<file path="src/rtl/game_state_ctrl.sv">
// game_state_ctrl: top-level screen sequencer. Produces the screen status code,
// the title blink enable, the fade level for the colour mapper and a one-cycle
// battle-start pulse. Frame timing is taken from the asynchronous VGA frame
// clock through a synchroniser; all outputs come straight from registers.
module game_state_ctrl #(
    parameter int          BLINK_FRAMES    = 30,
    parameter int          GAMEOVER_FRAMES = 120,
    parameter logic [7:0]  ENTER_CODE      = 8'h28,
    parameter logic [7:0]  CONFIRM_CODE    = 8'h1D
) (
    input  logic       Clk,
    input  logic       Reset,
    input  logic       frame_clk,
    input  logic [7:0] keycode,
    input  logic       player_dead,
    input  logic       battle_won,
    output logic [3:0] status,
    output logic       title_visible,
    output logic [3:0] fade_level,
    output logic       battle_start
);

    // Screen codes double as the status output encoding.
    typedef enum logic [3:0] {
        ST_TITLE    = 4'd1,
        ST_FADE     = 4'd2,
        ST_BATTLE   = 4'd3,
        ST_GAMEOVER = 4'd4,
        ST_WIN      = 4'd5
    } state_t;

    localparam int BLINK_W = (BLINK_FRAMES > 1) ? $clog2(BLINK_FRAMES) : 1;

    // State is held as a plain vector so that encodings outside the enum can
    // exist in the register and be steered back to TITLE.
    logic [3:0]         r_state;
    logic               r_fsync1;
    logic               r_fsync2;
    logic               r_fsync3;
    logic               r_hit_prev;
    logic [7:0]         r_frame_cnt;
    logic [BLINK_W-1:0] r_blink_cnt;
    logic               r_title_vis;
    logic [3:0]         r_fade_level;
    logic               r_battle_start;

    logic               w_tick;
    logic               w_hit;
    logic               w_confirm;
    logic [3:0]         w_state_next;
    logic [7:0]         w_cnt_next;
    logic [BLINK_W-1:0] w_blink_next;
    logic               w_vis_next;
    logic [3:0]         w_fade_next;
    logic               w_bs_next;

    // One pulse per frame_clk rising edge, after a two-flop synchroniser.
    assign w_tick    = r_fsync2 & ~r_fsync3;
    // Confirm fires on the first cycle either accept key is seen; moving
    // directly between the two keys keeps w_hit high and gives no new edge.
    assign w_hit     = (keycode == ENTER_CODE) || (keycode == CONFIRM_CODE);
    assign w_confirm = w_hit & ~r_hit_prev;

    // Synchronise frame_clk into the Clk domain and keep the key history.
    always_ff @(posedge Clk or posedge Reset) begin
        if (Reset) begin
            r_fsync1   <= 1'b0;
            r_fsync2   <= 1'b0;
            r_fsync3   <= 1'b0;
            r_hit_prev <= 1'b0;
        end else begin
            r_fsync1   <= frame_clk;
            r_fsync2   <= r_fsync1;
            r_fsync3   <= r_fsync2;
            r_hit_prev <= w_hit;
        end
    end

    // Next-state, counter and output decode for the screen sequencer.
    always_comb begin
        w_state_next = r_state;
        w_cnt_next   = r_frame_cnt;
        w_blink_next = r_blink_cnt;
        w_vis_next   = 1'b1;
        w_bs_next    = 1'b0;
        w_fade_next  = 4'd0;

        case (r_state)
            ST_TITLE: begin
                w_vis_next = r_title_vis;
                if (w_confirm) begin
                    // Leaving wins over a coincident blink tick.
                    w_state_next = ST_FADE;
                end else if (w_tick) begin
                    if (int'(r_blink_cnt) == BLINK_FRAMES - 1) begin
                        w_vis_next   = ~r_title_vis;
                        w_blink_next = '0;
                    end else begin
                        w_blink_next = r_blink_cnt + BLINK_W'(1);
                    end
                end else begin
                    w_blink_next = r_blink_cnt;
                end
            end
            ST_FADE: begin
                if (w_tick) begin
                    if (r_frame_cnt == 8'd31) begin
                        w_state_next = ST_BATTLE;
                        w_bs_next    = 1'b1;
                    end else begin
                        w_cnt_next = r_frame_cnt + 8'd1;
                    end
                end else begin
                    w_cnt_next = r_frame_cnt;
                end
            end
            ST_BATTLE: begin
                if (player_dead) begin
                    w_state_next = ST_GAMEOVER;
                end else if (battle_won) begin
                    w_state_next = ST_WIN;
                end else begin
                    w_state_next = ST_BATTLE;
                end
            end
            ST_GAMEOVER: begin
                // Presses during the lockout are simply dropped.
                if (w_confirm && (int'(r_frame_cnt) >= GAMEOVER_FRAMES)) begin
                    w_state_next = ST_TITLE;
                end else if (w_tick && (r_frame_cnt != 8'hFF)) begin
                    w_cnt_next = r_frame_cnt + 8'd1;
                end else begin
                    w_cnt_next = r_frame_cnt;
                end
            end
            ST_WIN: begin
                if (w_confirm) begin
                    w_state_next = ST_TITLE;
                end else begin
                    w_state_next = ST_WIN;
                end
            end
            default: begin
                w_state_next = ST_TITLE;
            end
        endcase

        // Any screen change restarts the frame count and the blink phase,
        // which also makes every entry to TITLE start with the text shown.
        if (w_state_next != r_state) begin
            w_cnt_next   = 8'd0;
            w_blink_next = '0;
            w_vis_next   = 1'b1;
        end else begin
            w_cnt_next   = w_cnt_next;
        end

        if (w_state_next == ST_FADE) begin
            w_fade_next = w_cnt_next[4:1];
        end else begin
            w_fade_next = 4'd0;
        end
    end

    // Register the state, counters and every output.
    always_ff @(posedge Clk or posedge Reset) begin
        if (Reset) begin
            r_state        <= ST_TITLE;
            r_frame_cnt    <= 8'd0;
            r_blink_cnt    <= '0;
            r_title_vis    <= 1'b1;
            r_fade_level   <= 4'd0;
            r_battle_start <= 1'b0;
        end else begin
            r_state        <= w_state_next;
            r_frame_cnt    <= w_cnt_next;
            r_blink_cnt    <= w_blink_next;
            r_title_vis    <= w_vis_next;
            r_fade_level   <= w_fade_next;
            r_battle_start <= w_bs_next;
        end
    end

    assign status        = r_state;
    assign title_visible = r_title_vis;
    assign fade_level    = r_fade_level;
    assign battle_start  = r_battle_start;

endmodule

</file>
<file path="config.mk">
export PLATFORM = sky130hd
export DESIGN_NAME = game_state_ctrl
export DESIGN_NICKNAME = d
export VERILOG_FILES = /design/src/rtl/game_state_ctrl.sv
export SDC_FILE = /design/constraint.sdc
export NUM_CORES = 1
export LEC_CHECK = 0
export ABC_AREA = 0
export BUFFER_PORTS_ARGS = -buffer_cell sky130_fd_sc_hd__buf_4
export CAP_MARGIN = 20
export CELL_PAD_IN_SITES_DETAIL_PLACEMENT = 0
export CELL_PAD_IN_SITES_GLOBAL_PLACEMENT = 2
export CORE_MARGIN = 5
export CORE_UTILIZATION = 33
export DETAILED_ROUTE_END_ITERATION = 10
export PLACE_DENSITY_LB_ADDON = 0.15
export SLEW_MARGIN = 20
export SYNTH_ARGS = -nofsm -noshare
export SYNTH_HDL_FRONTEND = slang
export SYNTH_SLANG_ARGS = --single-unit
</file>
<file path="constraint.sdc">
create_clock -name Clk -period 2.1 [get_ports Clk]
set_input_delay 0.315 -clock Clk [delete_from_list [all_inputs] [get_ports Clk]]
set_output_delay 0.315 -clock Clk [all_outputs]
set_load 0.05 [all_outputs]
</file>
==> impl_results.md <==
- Failing checks: negative setup slack
- Cell area after synthesis: 1820 um2
- Slowest CP cell: or4b_4
- Total of warnings raised by yosys: 0
- Via count: 1710
- # setup viols final: 2
- Die height: 84.2 um
- Clock-pin slew on the worst setup and hold paths: 100 ps
- Number of flops mapped to enable cells by yosys: 0
- Initial antenna violation count: 0
- Final ANT Viol Nets: 0
- Status: finished, violations left
- CP max FO: 4
- Fin. Hold Viols: 0
- FMAX: 461 MHz
- Sequential area share after synthesis: 0.374
- Die width: 84.2 um
- Fin crit share: 1.03
- CTS buffer count: 3
- Pre-antenna DRT Iters: 4
- Largest net degree at the start of global routing: 28
- Ys async rst share: 1.00
- Clk sink count: 27
- RSZ-0062 raised after global routing: true
- Max_cap viols: 0
- Yosys reg bits: 27
- Post-Route Setup TNS: -76.5 ps
- Post-layout util: 0.461
- Sw Share: 0.271
- Max-Slew Margin vs Limit: 0.552
- Startpoint Class: register
- GP Congestion: 0.791
- Initial core utilization: 0.334
- Slew of the pin with the lowest slew margin: 667 ps
- Fraction of layout cells with a size suffix above 1: 0.467
- Final worst slack: -69.7 ps
- Crit-path max cell delay: 580 ps
- Sequential share of power: 0.533
- Combinational Power Share: 0.158
- Skew-Pair Late Insertion Delay: 280 ps
- Post-DP HPWL: 3.69 mm
- Peak VDD IR: 0.000210 V
- CP cell instances: or4b_4 > or3_4 > or2_4 > a2111oi_4 > o2bb2a_4
- First-pass GRT wire length: 8.33 mm
- Vias per cell: 5.48
- I/O pin total: 23
- Non-filler cells, final: 312
- DRC: 0
- Die area: 7080 um2
- Drt wl/cell: 16.7 um
- Drt total wl: 5.20 mm
- Hold_buf cts: 0
- Global-route congestion overflow total: 0
- Clk buf depth: 2
- Placed cell count: 302
- CTS tree: built
- Row count: 27
- Switching power total: 270 uW
- Hold WS: 95.1 ps
- Tmin final: 2170 ps
- CP endpoint kind: register
- Most common flop cell mapped by yosys: dfrtp_1
- Worst path arrival time: 2400 ps
- Kind of critical path: register to register
- Int Pwr: 728 uW
- Area Overhead vs Synth: 38.0%
- Pwr/cell area: 399 nW/um2
- Worst path bufs/invs: 0
- Distinct cells, synth: 67
- Syn avg cell area: 9.98 um2
- Worst Path Required: 2330 ps
- Final Max Slew Viols: 0
- N_diodes: 0
- Iter 0 DRT Violations: 73
- Vias in the first global route: 1667
- Clock power frac: 0.309
- Hold Crit Class: input pin to asynchronous set/reset pin
- Htree depth: 1
- CP top delay family: simple AND/OR/NAND/NOR gates
- Clock Skew: 2.82 ps
- IO Port Bufs: 22
- Mapped Nets: 199
- Post-Syn Instances: 182
- Nets@finish: 258
- All-Layer GR Usage: 0.145
- CORE AREA: 5440 um2
- Root buffer cell: clkbuf_8
- Pleak: 0.000996 uW
state kept, by name, summed over array words and instances (netlist names):
signal	cells
r_frame_cnt	8
r_blink_cnt	5
fade_level	4
status	4
battle_start	1
r_fsync1	1
r_fsync2	1
r_fsync3	1
r_hit_prev	1
title_visible	1
metrics by stage:
| step | cell area (um2) | setup WS [ps] | power (uW) |
|---|---|---|---|
| 6_report | 2500 | -69.7 | 998 |
| 5_1_grt | 2500 | -128 | 1040 |
| 4_1_cts | 2400 | -69.8 | 998 |
| 3_5_place_dp | 2330 | -260 | 689 |
| 3_3_place_gp | 2330 | -226 | 685 |
| 2_1_floorplan | 1870 | -167 | 633 |
power by group through the flow:
stage	clock network, uW	registers [uW]	logic, uW
after CTS	319	532	148
after floorplan	0	555	78.9
after global routing	337	533	170
after detailed placement	0	542	147
after global placement	0	542	143
final	309	532	157
Yosys cell counts (all sizes together), types with 3 or more instances:
cell type,number,area share
nand2,5,0.010
a21oi,16,0.046
or4b,3,0.023
inv,8,0.017
a31oi,4,0.014
a211oi,4,0.023
ha,4,0.028
nor4b,3,0.018
a2111oi,4,0.034
clkbuf,3,0.0062
nor3,4,0.011
o31ai,3,0.012
buf,6,0.025
o21ai,9,0.025
and4,3,0.014
dfrtp,25,0.34
a22oi,6,0.039
nor2,14,0.029
nand3,9,0.025
or2,3,0.012
path summary, 6_finish.rpt:
| path | from | to | slack, ps | cells past startpoint |
|---|---|---|---|---|
| max | status[3]$_DFF_PP0_ | r_frame_cnt[5]$_DFFE_PP0P_ | -70 | 5 |
| min reg2reg | r_fsync1$_DFF_PP0_ | r_fsync2$_DFF_PP0_ | 360 | 0 |
| min in group Clk | frame_clk | r_fsync1$_DFF_PP0_ | 140 | 1 |
| min | Reset | r_frame_cnt[4]$_DFF_PP0_ | 100 | 3 |
| max in group asynchronous | Reset | status[0]$_DFF_PP1_ | 1690 | 3 |
| max reg2reg | status[3]$_DFF_PP0_ | r_frame_cnt[5]$_DFFE_PP0P_ | -70 | 5 |
cell usage in the layout (no fill, tap or decap), drive strengths merged, types with 3 or more instances in the layout:
cell type	count
nor2	14
or2	3
inv	8
a21oi	16
a211oi	4
nor4b	3
a2111oi	4
nand3	9
dfrtp	25
a22oi	6
nand2	5
or4b	3
buf	61
a21o	3
a31oi	4
clkbuf	4
nor3	4
ha	4
and4	3
o21ai	9
o31ai	3
logic make-up after synthesis:
kind of cell / Yosys count / share of synthesized area
muxes: 3 / 0.0193
adders and majority gates: 4 / 0.0276
xor gates and xnor gates: 2 / 0.00965
buffers and inverters: 17 / 0.0476
and+or+nand+nor: 59 / 0.210
other: 1 / 0.00207
DFF: 27 / 0.374
AOI/OAI and AO/OA: 69 / 0.310
layout make-up:
class	instances	area, um2
multi-input combinational	140	1180
clock buffer	4	45.0
inverter	8	30.0
tap	72	90.1
sequential	27	682
timing repair buffer	61	474
fill	538	2930
timing repair:
item	CTS	global route
setup buffers	1	3
pin swaps	0	8
gates resized for setup	3	13
cloned	0	2
endpoints found under the setup margin	10	16
routing by layer:
metal  global-route usage  share of wire  vias up
li1                     -              -      827
met1                0.203           0.48      839
met2                0.232           0.47       38
met3               0.0206          0.040        6
met4               0.0395          0.011        0
met5                    0              0        -
tightest hold or removal path, delay by kind of cell:
kind / cells / cell delay, ps
buffers and inverters: 3 / 470
(Power assumes the default switching activity.)
